===== src/rtl/controle_servo_pkg.sv =====
// Shared constants and width decode for the servo PWM generator.
// - PERIODO : PWM frame length in clock cycles (20 ms at 50 MHz)
// - CNT_W   : frame counter width, 2**CNT_W must be >= PERIODO
// - LARG_*  : high-time in cycles for each posicao code (0.7 ms .. 2.2 ms)
// - largura_de(posicao, tab) : looks up the high-time for a position code
package controle_servo_pkg;

  localparam int unsigned PERIODO  = 1000000;
  localparam int unsigned CNT_W    = 20;

  localparam int unsigned LARG_000 = 35000;
  localparam int unsigned LARG_001 = 45700;
  localparam int unsigned LARG_010 = 56450;
  localparam int unsigned LARG_011 = 67150;
  localparam int unsigned LARG_100 = 77850;
  localparam int unsigned LARG_101 = 88550;
  localparam int unsigned LARG_110 = 99300;
  localparam int unsigned LARG_111 = 110000;

  // Entry [i] is the high-time for posicao == i.
  typedef logic [7:0][31:0] larg_tab_t;

  localparam larg_tab_t LARG_TAB = {
    32'(LARG_111), 32'(LARG_110), 32'(LARG_101), 32'(LARG_100),
    32'(LARG_011), 32'(LARG_010), 32'(LARG_001), 32'(LARG_000)
  };

  function automatic logic [31:0] largura_de(input logic [2:0] posicao, input larg_tab_t tab);
    return tab[posicao];
  endfunction

endpackage


===== src/rtl/contador_m.sv =====
// Free-running modulo-M counter.
// - clock    : rising-edge clock
// - reset    : asynchronous, active-low reset (count returns to 0)
// - enable   : count advances only when high
// - contagem : current count, 0..M-1
// - fim      : high while contagem == M-1 (last cycle before wrap)
module contador_m #(
  parameter int unsigned M = 1000000,
  parameter int unsigned W = 20
) (
  input  logic         clock,
  input  logic         reset,
  input  logic         enable,
  output logic [W-1:0] contagem,
  output logic         fim
);

  logic [W-1:0] cnt_q, cnt_d;

  assign fim      = (cnt_q == W'(M - 1));
  assign contagem = cnt_q;

  always_comb begin
    cnt_d = cnt_q;
    if (enable) begin
      cnt_d = fim ? '0 : cnt_q + W'(1);
    end
  end

  always_ff @(posedge clock or negedge reset) begin
    if (!reset) begin
      cnt_q <= '0;
    end else begin
      cnt_q <= cnt_d;
    end
  end

endmodule


===== src/rtl/controle_servo_3.sv =====
// Hobby-servo PWM generator: one pulse per PERIODO-cycle frame whose high-time is
// selected by a 3-bit position code. A new code only takes effect at a frame
// boundary, so a running pulse is never cut short or stretched.
// - clock       : 50 MHz system clock, rising edge
// - reset       : asynchronous, active-low reset
// - posicao     : requested position code (000 = 0.7 ms .. 111 = 2.2 ms)
// - controle    : registered PWM output to the servo
// - db_controle : debug copy of controle, same cycle
// Optional build macro POSICAO_SYNC_EN: when defined, posicao is passed through a
// 2-flop synchronizer (reset 000) before decode; otherwise posicao must already be
// synchronous to clock.
module controle_servo_3 #(
  parameter int unsigned                   PERIODO  = controle_servo_pkg::PERIODO,
  parameter int unsigned                   CNT_W    = controle_servo_pkg::CNT_W,
  parameter controle_servo_pkg::larg_tab_t LARGURAS = controle_servo_pkg::LARG_TAB
) (
  input  logic       clock,
  input  logic       reset,
  input  logic [2:0] posicao,
  output logic       controle,
  output logic       db_controle
);

  import controle_servo_pkg::*;

  logic [CNT_W-1:0] contador;
  logic             fim;
  logic [2:0]       posicao_dec;
  logic [CNT_W-1:0] largura_dec;
  logic [CNT_W-1:0] largura_q;
  logic             controle_q;

  contador_m #(
    .M (PERIODO),
    .W (CNT_W)
  ) u_contador (
    .clock    (clock),
    .reset    (reset),
    .enable   (1'b1),
    .contagem (contador),
    .fim      (fim)
  );

`ifdef POSICAO_SYNC_EN
  logic [2:0] sync1_q, sync2_q;

  always_ff @(posedge clock or negedge reset) begin
    if (!reset) begin
      sync1_q <= 3'b000;
      sync2_q <= 3'b000;
    end else begin
      sync1_q <= posicao;
      sync2_q <= sync1_q;
    end
  end

  assign posicao_dec = sync2_q;
`else
  assign posicao_dec = posicao;
`endif

  assign largura_dec = CNT_W'(largura_de(posicao_dec, LARGURAS));

  // Width is latched on the last count of a frame, so the comparison sees a
  // stable value for the whole of the next frame.
  always_ff @(posedge clock or negedge reset) begin
    if (!reset) begin
      largura_q  <= CNT_W'(LARGURAS[0]);
      controle_q <= 1'b0;
    end else begin
      if (fim) begin
        largura_q <= largura_dec;
      end
      controle_q <= (contador < largura_q);
    end
  end

  assign controle    = controle_q;
  assign db_controle = controle_q;

endmodule


===== config.mk =====
export PLATFORM = sky130hd
export DESIGN_NAME = controle_servo_3
export DESIGN_NICKNAME = d
export VERILOG_FILES = /design/src/rtl/controle_servo_pkg.sv /design/src/rtl/contador_m.sv /design/src/rtl/controle_servo_3.sv
export SDC_FILE = /design/constraint.sdc
export NUM_CORES = 1
export LEC_CHECK = 0
export BUFFER_PORTS_ARGS = -buffer_cell sky130_fd_sc_hd__clkbuf_2
export CELL_PAD_IN_SITES_DETAIL_PLACEMENT = 1
export CELL_PAD_IN_SITES_GLOBAL_PLACEMENT = 2
export CORE_MARGIN = 3
export CORE_UTILIZATION = 44
export CTS_CLUSTER_DIAMETER = 200
export DETAILED_ROUTE_END_ITERATION = 10
export PLACE_DENSITY_LB_ADDON = 0.2
export SYNTH_ARGS = -nofsm -noshare
export SYNTH_HDL_FRONTEND = slang
export SYNTH_SLANG_ARGS = --single-unit

===== constraint.sdc =====
create_clock -name clock -period 4.9 [get_ports clock]
set_input_delay 0.49 -clock clock [delete_from_list [all_inputs] [get_ports clock]]
set_output_delay 0.49 -clock clock [all_outputs]
set_load 0.005 [all_outputs]

==> results.py, run 1 <==
metrics = {
    "status": {
        "status": "finished clean",
    },
    "synth": {
        "yosys_warnings": 0,
        "ys_seq_elements": 37,
        "syn_area_um2": 2270,
        "async_flop_share_pct": 100,
        "avgSynthCellArea_um2": 10.5,
        "ys_types": 39,
        "synth_edf_count": 0,
        "synth_ff_type": "dfrtp_1",
        "syn_inst": 216,
        "syn_nets": 243,
        "ys_seq_area_share_pct": 41.1,
    },
    "drt": {
        "drt_iter0_markers": 40,
        "met2WireLength_um": 2470,
        "drc": 0,
        "viasPerCell": 5.36,
        "dr_wl_met3_um": 127,
        "routedWlPerCell_um": 16.5,
        "first_pass_iters": 5,
        "vias": 1571,
        "finalWirelength_um": 4830,
        "drt-met1-wl_um": 2170,
        "top_layer_used": "met4",
        "ant_nets": 0,
    },
    "timing": {
        "maxSlewViolCount": 0,
        "maxSlewHeadroom_pct": 39.7,
        "fin_ws_ps": 2540,
        "setup_viol": 0,
        "rsz0062_at_grt": "false",
        "hold_viol_final": 0,
        "layout_min_cycle_time_ps": 2360,
        "post-route-period-util_pct": 48.1,
        "finClkSkew_ps": 8.09,
        "fmax_ghz": 0.424,
        "setup_tns_ps": 0,
        "tightest_slew_ps": 905,
    },
    "power_and_ir_drop": {
        "totalPowerFinal_mw": 0.548,
        "p_leak_nw": 1.14,
        "irDropWorstVdd_v": 0.000153,
        "p_per_area_nw_per_um2": 224,
    },
    "placed_design": {
        "routabilityCongestion": 0.843,
        "dpl-instance-area_um2": 2360,
        "dp_hpwl_um": 3840,
        "dpl_worst_slack_ps": 2510,
        "portBuffers": 6,
    },
    "grt": {
        "grt_pass1_wl_um": 8510,
        "grt_pass1_vias": 1696,
        "grt-ovfl-total": 0,
        "grt_usage_pct": 18.1,
        "grt_max_degree": 38,
        "antenna_found_initial": 0,
    },
    "flow_run": {
        "drv_cap": 0,
    },
    "critical_path": {
        "cp_data_required_time_ps": 5070,
        "ff2ff_setup_slack_ps": 2540,
        "endpoint_kind": "flip-flop",
        "crit_end": "largura_q[13]",
        "crit_start": "u_contador.contagem[0]",
        "worst-setup-path-type": "flip-flop to flip-flop",
        "r2r-end": "largura_q[13]",
        "critical_path_arrival_ps": 2530,
        "cp-start-kind": "flip-flop",
        "rr_worst_depth": 6,
        "rr_startpoint": "u_contador.contagem[0]",
        "worstPathMaxFanout": 13,
    },
    "die": {
        "design.die.area_um2": 6060,
        "row_count": 25,
        "coreArea_um2": 4850,
        "start_util_pct": 46.9,
        "die_x_um": 77.9,
        "die_h_um": 77.9,
        "pin_count": 7,
    },
    "clock_tree": {
        "clk_root_buffer_cell": "clkbuf_8",
        "clk_latency_ps": 280,
        "ctsHoldBuffers": 0,
        "clock_sink_count": 37,
        "clkSlewWorstSetupHoldPaths_ps": 70,
        "cts_buffers": 5,
        "clk_path_buf_depth": 2,
        "post-cts-setup-buffers": 0,
        "cts_tree": "done",
        "htree_levels": 2,
        "ctsResizeCount": 0,
    },
    "cells_and_area": {
        "finalInstanceArea_um2": 2450,
        "nets": 252,
        "final_core_util_pct": 50.5,
        "area_delta_synth_final_pct": 7.82,
        "diodes": 0,
        "drive_gt1_share_pct": 14.6,
        "fillerInstances": 539,
    },
    "hold_path": {
        "hp-class": "primary input to async pin",
    },
}
[cell families after synthesis]
| group | count (synthesis) | share of synthesized area, % |
|---|---|---|
| fa+ha+maj | 22 | 12.1 |
| flops | 37 | 41.1 |
| simple gates | 76 | 20.3 |
| mux | 19 | 9.64 |
| compound gates | 22 | 6.11 |
| buf+inv | 24 | 4.63 |
| xor+xnor | 16 | 6.17 |
[worst min-delay path by stage]
stage                      startpoint                       to  cells past startpoint
2_1_floorplan                   reset                 controle                      0
3_3_place_gp   u_contador.contagem[0]   u_contador.contagem[0]                      1
3_5_place_dp   u_contador.contagem[0]   u_contador.contagem[0]                      1
4_1_cts                         reset  u_contador.contagem[17]                      1
5_1_grt                         reset  u_contador.contagem[17]                      1
6_report                        reset  u_contador.contagem[19]                      1
[flip-flops by register name (all words and copies together) (netlist names)]
signal	flops
controle	1
largura_q	16
u_contador.contagem	20
[area by class of cell]
cell class / instances / area, um2 / share of cell area, %
sequential: 37 / 933 / 38.1
timing repair buffer: 7 / 37.5 / 1.53
multi-input combinational: 155 / 1230 / 50.4
inverter: 19 / 71.3 / 2.91
tap: 67 / 83.8 / 3.42
clock buffer: 8 / 90.1 / 3.68
[stage by stage]
stage	std cells	hold slack (ps)
floorplan	216	194
global placement	285	468
detailed placement	285	495
CTS	293	349
global route	293	389
finish	293	322
[placed cells by master (no fill, tap or decap), types with 6 or more instances in the layout]
master | synthesis | routed
mux2i_1 | 11 | 11
dfstp_2 | 6 | 6
ha_1 | 22 | 22
clkbuf_8 | 0 | 6
nand2_1 | 16 | 16
xor2_1 | 6 | 6
dfrtp_1 | 31 | 31
xnor2_1 | 10 | 10
inv_1 | 19 | 19
nor4_1 | 6 | 6
clkbuf_2 | 0 | 6
nor2_1 | 16 | 16
nand3_1 | 9 | 9
a21oi_1 | 6 | 6
[critical path: stages, from the launching register on]
cell and delay [ps]:
dfrtp_1 400, ha_1 250, and4_1 270, nand2_1 140, nor3_4 530, buf_4 330
mux2_4 320
[power by group]
| group | internal [mW] | switching, mW |
|---|---|---|
| Sequential | 0.306 | 0 |
| Clock | 0.115 | 0.101 |
| Combinational | 0.00795 | 0.0193 |
[routing by layer]
layer,vias to the layer above,GRT usage [%]
met5,-,0
met4,0,5.69
met3,6,4.06
met2,14,30.2
met1,784,23.3
li1,767,-
[Yosys cell counts (2+ instances only)]
master,instances,share of area (%)
ha_1,22,12
nand3_1,9,2.0
inv_1,19,3.1
nor3_1,3,0.66
mux2_4,5,3.3
a21oi_1,6,1.3
nor2_1,16,2.6
nand2b_1,5,1.4
nand4_1,5,1.4
nor4_4,2,1.9
buf_4,2,0.66
dfrtp_1,31,34
xor2_1,6,2.3
and4_1,3,1.2
dfstp_2,6,6.9
nor4_1,6,1.7
xnor2_1,10,3.9
a21o_1,5,1.7
o21ai_0,5,1.1
mux2_2,3,1.5
and3_1,2,0.55
and2_1,3,0.83
mux2i_1,11,4.8
nand2_1,16,2.6
Power figures use the tool's default switching activity.
==> inputs of run 2 (changes only) <==
--- a/config.mk
+++ b/config.mk
@@ -9,7 +9,7 @@
 export CELL_PAD_IN_SITES_DETAIL_PLACEMENT = 1
 export CELL_PAD_IN_SITES_GLOBAL_PLACEMENT = 2
 export CORE_MARGIN = 3
-export CORE_UTILIZATION = 44
+export CORE_UTILIZATION = 37
 export CTS_CLUSTER_DIAMETER = 200
 export DETAILED_ROUTE_END_ITERATION = 10
 export PLACE_DENSITY_LB_ADDON = 0.2
==> constraint.sdc (replaced) <==
create_clock -name clock -period 2.1 [get_ports clock]
set_input_delay 0.21 -clock clock [delete_from_list [all_inputs] [get_ports clock]]
set_output_delay 0.21 -clock clock [all_outputs]
set_load 0.005 [all_outputs]
==> run 2 against run 1 <==
  * Clock skew rose by 2.3 ps
  * Largest power group unchanged
  * Power rose by 130%
  * First-iteration DRC count rose by 130%
  * Global-route usage fell by 2.5 points
  * Via count rose by 2.2%
  * Worst hold slack barely moved
  * Setup slack got worse by 2400 ps
  * Critical path depth did not move
  * Flip-flop and latch count did not move
  * Non-clock buffer count rose by 7
  * Critical endpoint is now largura_q[2]
==> results.py, run 2 (synthesis gave the netlist of run 1 again) <==
metrics = {
    "cells_and_area": {
        "finalInstanceArea_um2": 2520,
        "area_delta_synth_final_pct": 10.7,
        "layout_commonest_cell": "dfrtp_1",
        "drive_gt1_share_pct": 17.2,
        "final_cell_mix": "31 x dfrtp_1, 22 x ha_1, 19 x inv_1",
        "largest_reg_flops": 20,
        "nets": 259,
        "diodes": 0,
    },
    "hold_path": {
        "hp-class": "primary input to flip-flop",
    },
    "drt": {
        "drt_iter0_markers": 93,
        "ant_nets": 0,
        "vias": 1605,
        "viasPerCell": 5.26,
        "drc": 0,
        "routedWlPerCell_um": 17.2,
        "finalWirelength_um": 5240,
        "first_pass_iters": 4,
    },
    "placed_design": {
        "dpl-instance-area_um2": 2420,
        "portBuffers": 6,
        "routabilityCongestion": 0.733,
        "dp_hpwl_um": 3880,
    },
    "power_and_ir_drop": {
        "seq_power_share_pct": 56.2,
        "irDropWorstVdd_v": 0.000217,
        "p_sw_share_pct": 23.9,
        "switchingPower_mw": 0.303,
        "p_int_mw": 0.964,
        "power_frac_comb_pct": 5.4,
        "p_per_area_nw_per_um2": 504,
        "power_frac_clock_pct": 38.4,
        "p_leak_nw": 1.18,
    },
    "grt": {
        "grt_pass1_vias": 1761,
        "grt_max_degree": 38,
        "grt-ovfl-total": 0,
        "grt_usage_pct": 15.7,
        "grt_pass1_wl_um": 8940,
        "antenna_found_initial": 0,
    },
    "clock_tree": {
        "clk_latency_ps": 290,
        "post-cts-setup-buffers": 0,
        "clock_sink_count": 37,
        "clkSlewWorstSetupHoldPaths_ps": 70,
        "ctsResizeCount": 0,
        "cts_buffers": 5,
        "clk_root_buffer_cell": "clkbuf_8",
        "htree_levels": 2,
        "cts_tree": "done",
        "clk_path_buf_depth": 2,
    },
    "die": {
        "start_util_pct": 39.8,
        "coreArea_um2": 5710,
        "row_count": 27,
        "die_x_um": 84.4,
        "design.die.area_um2": 7120,
        "pin_count": 7,
        "die_h_um": 84.4,
    },
    "timing": {
        "setup_viol": 0,
        "rsz0062_at_grt": "false",
        "tightest_slew_ps": 474,
        "finClkSkew_ps": 10.4,
        "hold_viol_final": 0,
        "fmax_ghz": 0.514,
        "setup_tns_ps": 0,
        "maxSlewViolCount": 0,
        "post-route-period-util_pct": 92.6,
        "maxSlewHeadroom_pct": 68.4,
        "layout_min_cycle_time_ps": 1940,
    },
    "critical_path": {
        "cp_data_required_time_ps": 2270,
        "cp-start-kind": "flip-flop",
        "endpoint_kind": "flip-flop",
        "worst-setup-path-type": "flip-flop to flip-flop",
        "worstPathMaxFanout": 23,
        "critical_path_arrival_ps": 2120,
    },
    "flow_run": {
        "drv_cap": 0,
    },
    "status": {
        "status": "finished clean",
    },
}
[run 2: cell types whose count changed in the layout (fill, tap and decap cells not counted)]
cell           delta
dlygate4sd3_1     +1
buf_4             +5
clkbuf_8          -1
clkinv_2          +2
buf_12            +1
clkbuf_1          -1
[run 2: cell type report]
class | instances | area, um2
clock buffer | 6 | 72.6
clock inverter | 2 | 10.0
fill | 659 | 3190
inverter | 19 | 71.3
multi-input combinational | 155 | 1230
sequential | 37 | 933
tap | 72 | 90.1
timing repair buffer | 14 | 105
[run 2: path summary, 6_finish.rpt]
| path | end | startpoint | slack, ps | depth (start not counted) |
|---|---|---|---|---|
| setup / recovery | largura_q[2] | u_contador.contagem[0] | 160 | 6 |
| hold / removal | largura_q[11] | posicao[0] | 320 | 3 |
| setup reg to reg | largura_q[2] | u_contador.contagem[0] | 160 | 6 |
| hold reg to reg | u_contador.contagem[0] | u_contador.contagem[0] | 490 | 1 |
| max in group asynchronous | largura_q[4] | reset | 1240 | 3 |
| min in group asynchronous | u_contador.contagem[17] | reset | 500 | 3 |
[run 2: power by group through the flow]
| stage | clock network (mW) | registers, mW | logic, mW |
|---|---|---|---|
| floorplan | 0 | 0.726 | 0.0332 |
| global placement | 0 | 0.726 | 0.0649 |
| detailed placement | 0 | 0.726 | 0.0670 |
| CTS | 0.497 | 0.712 | 0.0698 |
| global route | 0.528 | 0.712 | 0.0789 |
| finish | 0.487 | 0.713 | 0.0682 |
[run 2: metal layers]
| layer | vias up | global-route usage (%) | share of wire [%] |
|---|---|---|---|
| met5 | - | 0 | 0 |
| met4 | 0 | 3.88 | 1.0 |
| met3 | 7 | 2.65 | 1.8 |
| met2 | 16 | 26.6 | 50 |
| met1 | 797 | 20.8 | 47 |
| li1 | 785 | - | - |
[run 2: timing repair]
item / 4_1_cts / 5_1_grt
endpoints found under the setup margin: 0 / 0
hold buffers: 1 / 0
endpoints found under the hold margin: 31 / 0
[run 2: worst max-delay path, stage by stage (launching register included)]
cell and delay [ps]:
dfrtp_1 390, ha_1 240, and4_1 280, nand2_1 140, nor3_4 180, buf_12 220
mux2_2 350
[run 2: stage by stage]
| step | setup slack, ps | power, mW | hold WS (ps) | instances | util, % |
|---|---|---|---|---|---|
| global route | 37.9 | 1.32 | 385 | 305 | 44.1 |
| finish | 155 | 1.27 | 322 | 305 | 44.1 |
| global placement | 254 | 0.791 | 283 | 296 | 42.5 |
| floorplan | 292 | 0.760 | -85.6 | 216 | - |
| CTS | 143 | 1.28 | 319 | 305 | 44.1 |
| detailed placement | 170 | 0.793 | 289 | 296 | 42.5 |
==> inputs of run 3 (changes only) <==
--- a/config.mk
+++ b/config.mk
@@ -9,7 +9,7 @@
 export CELL_PAD_IN_SITES_DETAIL_PLACEMENT = 1
 export CELL_PAD_IN_SITES_GLOBAL_PLACEMENT = 2
 export CORE_MARGIN = 3
-export CORE_UTILIZATION = 37
+export CORE_UTILIZATION = 41
 export CTS_CLUSTER_DIAMETER = 200
 export DETAILED_ROUTE_END_ITERATION = 10
 export PLACE_DENSITY_LB_ADDON = 0.2
==> constraint.sdc (replaced) <==
create_clock -name clock -period 1.9 [get_ports clock]
set_input_delay 0.19 -clock clock [delete_from_list [all_inputs] [get_ports clock]]
set_output_delay 0.19 -clock clock [all_outputs]
set_load 0.005 [all_outputs]
==> run 3 against run 2 <==
  * Global-route usage increased by 2.3 points
  * Power increased by 14%
  * Count of clock-buffer cells in the layout decreased by 1
  * Core utilization increased by 7.2 points
  * Setup slack got worse by 85 ps
  * Sequential share of layout area decreased by 2.3 points
  * Maximum frequency increased by 6.3%
  * Clock power increased by 20%
  * Highest routed layer unchanged
  * Non-clock buffer count increased by 17
  * Critical path depth decreased by 1
  * Largest power group unchanged
==> results.py, run 3 (synthesis gave the netlist of run 1 again) <==
metrics = {
    "status": {
        "status": "finished clean",
    },
    "die": {
        "pin_count": 7,
        "start_util_pct": 43.4,
        "design.die.area_um2": 6470,
        "die_h_um": 80.4,
        "die_x_um": 80.4,
        "coreArea_um2": 5240,
        "row_count": 26,
    },
    "critical_path": {
        "cp-start-kind": "flip-flop",
        "worst-setup-path-type": "flip-flop to flip-flop",
        "crit_end": "largura_q[1]",
        "rr_startpoint": "u_contador.contagem[15]",
        "crit_buf_inv": 1,
        "endpoint_kind": "flip-flop",
        "path_cells": "nor4_4, nand4_2, nor3_4, buf_12, mux2_2",
        "slowest_stage": "dfrtp_1",
        "crit_start": "u_contador.contagem[15]",
        "rr_worst_depth": 5,
        "path_delay_family": "simple AND/OR/NAND/NOR gates",
        "slowest_delay_ps": 430,
        "worstPathMaxFanout": 13,
        "r2r-end": "largura_q[1]",
        "crit_cells": 5,
        "ff2ff_setup_slack_ps": 70,
        "cp_data_required_time_ps": 2090,
        "critical_path_arrival_ps": 2020,
    },
    "placed_design": {
        "routabilityCongestion": 0.802,
        "dpl_worst_slack_ps": -1.81,
        "portBuffers": 6,
        "dp_hpwl_um": 4060,
        "dp_cells": 304,
    },
    "grt": {
        "grt_pass1_vias": 1832,
        "grt-ovfl-total": 0,
        "grt_usage_pct": 18.0,
        "grt_pass1_wl_um": 8980,
        "grt_max_degree": 20,
        "antenna_found_initial": 0,
    },
    "power_and_ir_drop": {
        "irDropWorstVdd_v": 0.000330,
        "p_per_area_nw_per_um2": 538,
        "p_leak_nw": 1.30,
        "totalPowerFinal_mw": 1.45,
    },
    "cells_and_area": {
        "nets": 276,
        "layoutNonFillerInstCount": 320,
        "largest_reg_flops": 20,
        "drive_gt1_share_pct": 24.4,
        "area_delta_synth_final_pct": 18.2,
        "layout_commonest_cell": "dfrtp_1",
        "final_cell_mix": "31 x dfrtp_1, 21 x ha_1, 21 x buf_4",
        "fillerInstances": 587,
        "diodes": 0,
        "final_core_util_pct": 51.3,
    },
    "timing": {
        "tightest_slew_ps": 561,
        "fmax_ghz": 0.547,
        "hold_viol_final": 0,
        "fin_ws_ps": 70.4,
        "rsz0062_at_grt": "true",
        "maxSlewViolCount": 0,
        "post-route-period-util_pct": 96.3,
        "finClkSkew_ps": 12.3,
        "layout_min_cycle_time_ps": 1830,
        "holdWs_ps": 315,
        "maxSlewHeadroom_pct": 62.6,
        "setup_viol": 0,
    },
    "flow_run": {
        "drv_cap": 0,
    },
    "drt": {
        "drc": 0,
        "vias": 1674,
        "ant_nets": 0,
        "routedWlPerCell_um": 16.2,
        "viasPerCell": 5.23,
        "drt_iter0_markers": 55,
        "finalWirelength_um": 5190,
        "first_pass_iters": 4,
    },
    "hold_path": {
        "hp-class": "primary input to flip-flop",
    },
    "clock_tree": {
        "htree_levels": 2,
        "clkSlewWorstSetupHoldPaths_ps": 90,
        "clk_path_buf_depth": 2,
        "cts_tree": "done",
        "clock_sink_count": 37,
        "cts_buffers": 5,
        "clk_root_buffer_cell": "clkbuf_8",
        "clk_latency_ps": 300,
    },
}
## run 3: metrics by stage
step,cell area (um2),setup TNS (ps)
2_1_floorplan,2270,0
3_3_place_gp,2510,0
3_5_place_dp,2510,-1.81
4_1_cts,2650,0
5_1_grt,2690,-43.5
6_report,2690,0
## run 3: layer usage
| metal | global-route usage (%) | wire length (um) | vias to the layer above |
|---|---|---|---|
| met3 | 3.03 | 92 | 6 |
| met1 | 22.4 | 2260 | 831 |
| li1 | - | - | 820 |
| met5 | 0 | 0 | - |
| met2 | 32.5 | 2800 | 17 |
| met4 | 3.55 | 40 | 0 |
## run 3: report_power, final
part	internal, mW	total [mW]	switching (mW)	leakage [nW]
logic	0.0261	0.0754	0.0493	0.807
registers	0.787	0.787	0	0.450
clock network	0.265	0.583	0.318	0.0447
total	1.08	1.45	0.367	1.30
## run 3: layout make-up
class | instances | area, um2 | area share, %
clock buffers | 5 | 68.8 | 2.56
flip-flops and latches | 37 | 933 | 34.7
inverters | 19 | 71.3 | 2.65
multi-input cells | 155 | 1250 | 46.6
clock inverters | 3 | 25.0 | 0.932
well taps | 70 | 87.6 | 3.26
repair buffers | 31 | 249 | 9.27
## run 3: worst min-delay path by stage
stage | from | end | slack (ps) | cells after the start
CTS | posicao[1] | largura_q[15] | 310 | 3
floorplan | reset | controle | -110 | 0
global route | posicao[1] | largura_q[15] | 330 | 3
detailed placement | reset | u_contador.contagem[8] | 210 | 1
global placement | reset | u_contador.contagem[11] | 190 | 1
finish | posicao[1] | largura_q[15] | 310 | 3
## run 3: tightest hold or removal path, delay by kind of cell
| kind | cells | cell delay (ps) |
|---|---|---|
| buf+inv | 1 | 150 |
| mux | 1 | 90 |
| compound gates | 1 | 170 |
## run 3: what timing repair did
| item | CTS | global route |
|---|---|---|
| hold buffers | 1 | 0 |
| buffers inserted | 5 | 2 |
| pin swaps | 0 | 4 |
| setup endpoints to repair | 2 | 16 |
| hold endpoints to repair | 17 | 0 |
| resized for setup | 0 | 5 |
